[src/rtl/timer_pkg.sv]
// Register map, control/status bit positions and FSM states shared by the bus timer.
package timer_pkg;

  localparam logic [2:0] OFF_CTRL     = 3'd0;
  localparam logic [2:0] OFF_LOAD     = 3'd1;
  localparam logic [2:0] OFF_COUNT    = 3'd2;
  localparam logic [2:0] OFF_STATUS   = 3'd3;
  localparam logic [2:0] OFF_PRESCALE = 3'd4;

  localparam int CTRL_EN   = 0;
  localparam int CTRL_AUTO = 1;
  localparam int CTRL_IE   = 2;
  localparam int STAT_FLAG = 0;

  typedef enum logic {
    IDLE = 1'b0,
    RUN  = 1'b1
  } state_e;

endpackage

[src/rtl/timer_prescaler.sv]
// Clock divider for the bus timer: one tick every div+1 enabled clocks.
module timer_prescaler (
  input  logic       clk,
  input  logic       rst,
  input  logic       clr,
  input  logic       en,
  input  logic [7:0] div,
  output logic       tick
);

  logic [7:0] cnt_q, cnt_d;

  assign tick = en && (cnt_q == div);

  always_comb begin
    cnt_d = cnt_q;
    if (clr)       cnt_d = '0;
    else if (tick) cnt_d = '0;
    else if (en)   cnt_d = cnt_q + 8'd1;
  end

  always_ff @(posedge clk or negedge rst) begin
    if (!rst) cnt_q <= '0;
    else      cnt_q <= cnt_d;
  end

endmodule

[src/rtl/bus_timer.sv]
// Memory-mapped down-counting timer with auto-reload and level interrupt.
// Optional 8-bit prescaler at offset 0x10 when BUS_TIMER_PRESCALE_EN is defined.
module bus_timer
  import timer_pkg::*;
#(
  parameter logic [31:0] RESET_LOAD = 32'hFFFF_FFFF
) (
  input  logic        clk,
  input  logic        rst,
  input  logic        ce,
  input  logic        we,
  input  logic [31:0] addr,
  input  logic [31:0] wtData,
  output logic [31:0] rdData,
  output logic        intimer
);

  state_e      state_q, state_d;
  logic        auto_q, auto_d;
  logic        ie_q, ie_d;
  logic        flag_q, flag_d;
  logic [31:0] load_q, load_d;
  logic [31:0] count_q, count_d;

  logic        wr, ctrl_wr, stop, tick, pre_clr;
  logic [2:0]  off;
  logic        unused_addr;

  assign wr          = ce & we;
  assign off         = addr[4:2];
  assign ctrl_wr     = wr && (off == OFF_CTRL);
  assign stop        = ctrl_wr && !wtData[CTRL_EN];
  assign unused_addr = ^{addr[31:5], addr[1:0]};

`ifdef BUS_TIMER_PRESCALE_EN
  logic [7:0] ps_q, ps_d;

  always_comb begin
    ps_d = ps_q;
    if (wr && (off == OFF_PRESCALE)) ps_d = wtData[7:0];
  end

  always_ff @(posedge clk or negedge rst) begin
    if (!rst) ps_q <= '0;
    else      ps_q <= ps_d;
  end

  timer_prescaler u_pre (
    .clk  (clk),
    .rst  (rst),
    .clr  (pre_clr),
    .en   (state_q == RUN),
    .div  (ps_q),
    .tick (tick)
  );
`else
  assign tick = (state_q == RUN);
`endif

  always_comb begin
    state_d = state_q;
    auto_d  = auto_q;
    ie_d    = ie_q;
    flag_d  = flag_q;
    load_d  = load_q;
    count_d = count_q;
    pre_clr = 1'b0;

    // A stop write freezes COUNT, so it must pre-empt this edge's tick.
    if (tick && !stop) begin
      if (count_q != '0)  count_d = count_q - 32'd1;
      else if (auto_q)    count_d = load_q;
      else                state_d = IDLE;
    end

    if (ctrl_wr) begin
      auto_d = wtData[CTRL_AUTO];
      ie_d   = wtData[CTRL_IE];
      if (wtData[CTRL_EN] && (state_q == IDLE)) begin
        state_d = RUN;
        count_d = load_q;
        pre_clr = 1'b1;
      end else if (!wtData[CTRL_EN]) begin
        state_d = IDLE;
      end
    end

    if (wr && (off == OFF_LOAD)) begin
      load_d = wtData;
      if (state_q == IDLE) count_d = wtData;
    end

    if (wr && (off == OFF_STATUS) && wtData[STAT_FLAG]) flag_d = 1'b0;
    // Expiry sets after the clear so a same-edge W1C loses.
    if (tick && !stop && (count_q == '0)) flag_d = 1'b1;
  end

  always_ff @(posedge clk or negedge rst) begin
    if (!rst) begin
      state_q <= IDLE;
      auto_q  <= 1'b0;
      ie_q    <= 1'b0;
      flag_q  <= 1'b0;
      load_q  <= RESET_LOAD;
      count_q <= '0;
    end else begin
      state_q <= state_d;
      auto_q  <= auto_d;
      ie_q    <= ie_d;
      flag_q  <= flag_d;
      load_q  <= load_d;
      count_q <= count_d;
    end
  end

  always_comb begin
    rdData = '0;
    if (ce && !we) begin
      case (off)
        OFF_CTRL:     rdData = {29'd0, ie_q, auto_q, state_q == RUN};
        OFF_LOAD:     rdData = load_q;
        OFF_COUNT:    rdData = count_q;
        OFF_STATUS:   rdData = {31'd0, flag_q};
`ifdef BUS_TIMER_PRESCALE_EN
        OFF_PRESCALE: rdData = {24'd0, ps_q};
`endif
        default:      rdData = '0;
      endcase
    end
  end

  assign intimer = flag_q & ie_q;

endmodule

[config.mk]
export PLATFORM = sky130hd
export DESIGN_NAME = bus_timer
export DESIGN_NICKNAME = d
export VERILOG_FILES = /design/src/rtl/timer_pkg.sv /design/src/rtl/timer_prescaler.sv /design/src/rtl/bus_timer.sv
export SDC_FILE = /design/constraint.sdc
export NUM_CORES = 1
export LEC_CHECK = 0
export BUFFER_PORTS_ARGS = -buffer_cell sky130_fd_sc_hd__buf_2
export CAP_MARGIN = 20
export CORE_MARGIN = 4
export CORE_UTILIZATION = 52
export CTS_BUF_LIST = sky130_fd_sc_hd__clkbuf_4 sky130_fd_sc_hd__clkbuf_8
export DETAILED_ROUTE_END_ITERATION = 7
export PLACE_DENSITY = 0.89
export SETUP_SLACK_MARGIN = 0.02
export SYNTH_ARGS = -nofsm -noshare
export SYNTH_HDL_FRONTEND = slang
export SYNTH_SLANG_ARGS = --single-unit
export TNS_END_PERCENT = 100
[constraint.sdc]
create_clock -name clk -period 2.43 [get_ports clk]
set_input_delay 0.243 -clock clk [delete_from_list [all_inputs] [get_ports clk]]
set_output_delay 0.243 -clock clk [all_outputs]
set_load 0.02 [all_outputs]
==> results.md <==
- Outcome: finished with violations
- Failing checks: setup timing
- Hold Fails Final Rpt: 0
- Setup violators final: 26
- Tightest Pin Transition: 0.695 ns
- Cell taking the most area after synthesis: dfrtp_1
- Register share of total power: 36.5%
- Vias in the first global route: 5486
- Num CTS Buffers: 9
- Largest net degree at the start of global routing: 42
- Hold slack: 0.0993 ns
- Global-route wire length before repair: 27900 um
- Syn-to-layout area delta: 33.3%
- Iter 0 DRT Violations: 785
- Maxcap violations: 0
- Synth Flop Type: dfrtp_1
- Fin crit share: 107%
- Total grt overflow: 0
- Total GRT Usage: 31.1%
- WL/cell: 21.9 um
- Max layer used: met4
- FF/Latch Area: 0.00174 mm2
- Setup WS pre-CTS: -0.180 ns
- Clock Pin Slew Worst Setup and Hold Paths: 0.09 ns
- Multi-input combinational cell area: 0.00316 mm2
- Skew-Pair Late Insertion Delay: 0.36 ns
- Pins Over Slew Limit: 0
- Gp weighted congestion: 1.03
- Leakage: 2.62 nW
- DRC viols: 0
- Hold Crit Class: in2reg
- Detail Placement HPWL: 12300 um
- # rows: 35
- Worst setup margin: -0.175 ns
- DRT met1 WL: 6980 um
- Initial antenna violation count: 0
- Power per cell area: 800 mW/mm2
- Layout Cells excl Fill: 826
- Seq/Total Area, Yosys: 35.7%
- RSZ-0062 raised after global routing: true
- Rel. slew slack: 53.6%
- VDD IR-drop max: 0.464 mV
- DRT antenna net count: 0
- Die height: 105 um
- Asr flop ratio synth: 100%
- Die width: 105 um
- CTS sink cnt: 68
- Worst setup SP type: flip-flop
- Period minus WS final: 2.61 ns
- Placed inst area: 0.00590 mm2
- Int Pwr: 3.17 mW
- Syn. warnings: 0
- Placed insts: 797
- Logic pwr share: 42.9%
- Routed via count: 5708
- Fraction of layout cells with a size suffix above 1: 44.2%
- Switch Pwr: 2.03 mW
- ANT cells: 0
- Buffers on Ports: 71
- Netlist cell types: 70
- Clock Skew: 0.0166 ns
- Yosys reg bits: 68
- Die area: 0.0110 mm2
- Area contributors post-synth: dfrtp_1 (18%), dfstp_2 (17%), mux2_2 (7.6%), a22oi_1 (5.7%), nor2_1 (5.1%)
- Vias per cell: 6.91
- IO Pins: 101
- CTS Buffer Depth: 2
- CP Capture Type: flip-flop
- Number of synthesized flops with an enable pin: 0
- WL final: 18100 um
- Nets: 780
- Core Area: 0.00920 mm2
- CTS root buf: clkbuf_8
- Post-Layout Inst Area: 0.00650 mm2
- Max Freq: 384 MHz
- Fillers: 681
- Mapped Area: 0.00487 mm2
- Worst Path Required: 2.71 ns
- Sw Share: 39.1%
- TritonCTS clock tree: yes
- First-pass iteration count of the detailed router: 7
- Clock share of power: 20.6%
- Gate Count Post-Synth: 574
- H-tree depth: 3
- Syn_area_per_cell: 8.49 um2
- Met3 wire length: 1960 um
- Yosys top cell area share: 18.5%
- Crit-path max FO: 7
- Setup CP Type: reg2reg
- Syn_nets: 644
- WL met2: 8380 um
- Initial Util: 53.0%
- Crit path DAT: 2.88 ns
metrics by stage:
stage,power [mW],util (%),TNS [ns]
after global placement,3.77,64.1,-1.83
after CTS,4.97,68.0,-0.193
after global routing,5.44,70.7,-5.30
after detailed placement,3.86,64.1,-2.80
after floorplan,2.99,-,-1.32
final,5.19,70.7,-2.19
state kept, by name, indices dropped and copies added (netlist names):
signal and flops:
count_q 32, load_q 32, auto_q 1, flag_q 1, ie_q 1, state_q 1
power by group through the flow:
stage	sequential (mW)	combinational, mW	clock [mW]
global placement	1.87	1.91	0
finish	1.90	2.23	1.07
CTS	1.87	2.03	1.07
floorplan	1.87	1.13	0
detailed placement	1.88	1.97	0
global route	1.93	2.38	1.13
cells in the final DEF, fill, tap and decap left out, types with 4 or more instances in the layout:
cell	Yosys	routed
a21o_1	4	4
a21oi_1	36	25
a21oi_2	2	12
a22oi_1	37	37
a31oi_1	6	6
and3_1	5	5
buf_2	3	71
buf_4	3	89
buf_6	3	9
clkbuf_8	0	9
dfrtp_1	36	36
dfstp_2	32	32
inv_1	6	6
mux2_2	33	33
mux2i_1	11	11
nand2_1	51	48
nand3_1	10	10
nand4_1	7	7
nor2_1	66	66
nor2b_1	6	5
nor3_1	21	19
nor4_1	12	4
nor4_2	1	7
o211ai_1	4	4
o21ai_0	39	23
o21ai_1	1	13
o21ai_2	0	4
o221ai_1	12	10
o22ai_1	7	7
o31ai_1	9	6
or3_1	7	7
or4_4	1	5
kinds of logic after synthesis:
group	count (synthesis)	share of synthesized area, %
xor gates and xnor gates	4	0.719
AOI/OAI and AO/OA	191	26.9
DFF	68	35.7
muxes	45	10.3
and+or+nand+nor	208	20.7
buffers and inverters	56	5.08
adders and majority gates	2	0.513
layout make-up:
type,count,share of cell area (%)
flip-flops and latches,68,26.8
clock buffers,11,2.14
inverters,6,0.347
multi-input cells,451,48.7
repair buffers,174,18.7
well taps,111,2.14
clock inverters,5,1.19
repair_timing:
item	CTS	global route
gates cloned	1	1
hold buffers	1	0
resized for setup	19	53
setup buffers	5	5
endpoints found under the setup margin	29	29
pin swaps	12	25
hold endpoints to repair	13	0
layer usage:
metal | up-vias | track usage, %
met5 | - | 0
met4 | 0 | 13.1
met3 | 94 | 4.82
met2 | 446 | 50.2
met1 | 2716 | 41.7
li1 | 2452 | -
critical path: stages, from the launching register on:
cell	delay, ns
dfrtp_1	0.39
or4_4	0.57
buf_6	0.15
nor4_4	0.24
and4_4	0.36
buf_6	0.15
buf_4	0.13
nor2_1	0.05
nor3_1	0.21
a211oi_1	0.09
o31ai_1	0.19
synthesized netlist by cell type, types with 7 or more instances:
cell / n
clkbuf_1: 40
o221ai_1: 12
or3_1: 7
a22oi_1: 37
o21ai_0: 39
o31ai_1: 9
mux2_2: 33
nand2_1: 51
nand3_1: 10
nand4_1: 7
mux2i_1: 11
a21oi_1: 36
dfstp_2: 32
o22ai_1: 7
nor4_1: 12
nor2_1: 66
nor3_1: 21
dfrtp_1: 36
final timing paths:
check	startpoint	cells after the start	slack, ns	endpoint
worst max-delay path	count_q[21]$_DFF_PN0_	10	-0.18	count_q[12]$_DFF_PN0_
worst min-delay path	wtData[20]	3	0.1	count_q[20]$_DFF_PN0_
worst max register to register	count_q[21]$_DFF_PN0_	10	-0.18	count_q[12]$_DFF_PN0_
worst min register to register	ie_q$_DFFE_PN0P_	1	0.53	ie_q$_DFFE_PN0P_
max in group asynchronous	rst	3	1.21	load_q[22]$_DFFE_PN1P_
min in group asynchronous	rst	2	0.49	ie_q$_DFFE_PN0P_
Note: power is estimated with default switching activity, not from simulation.
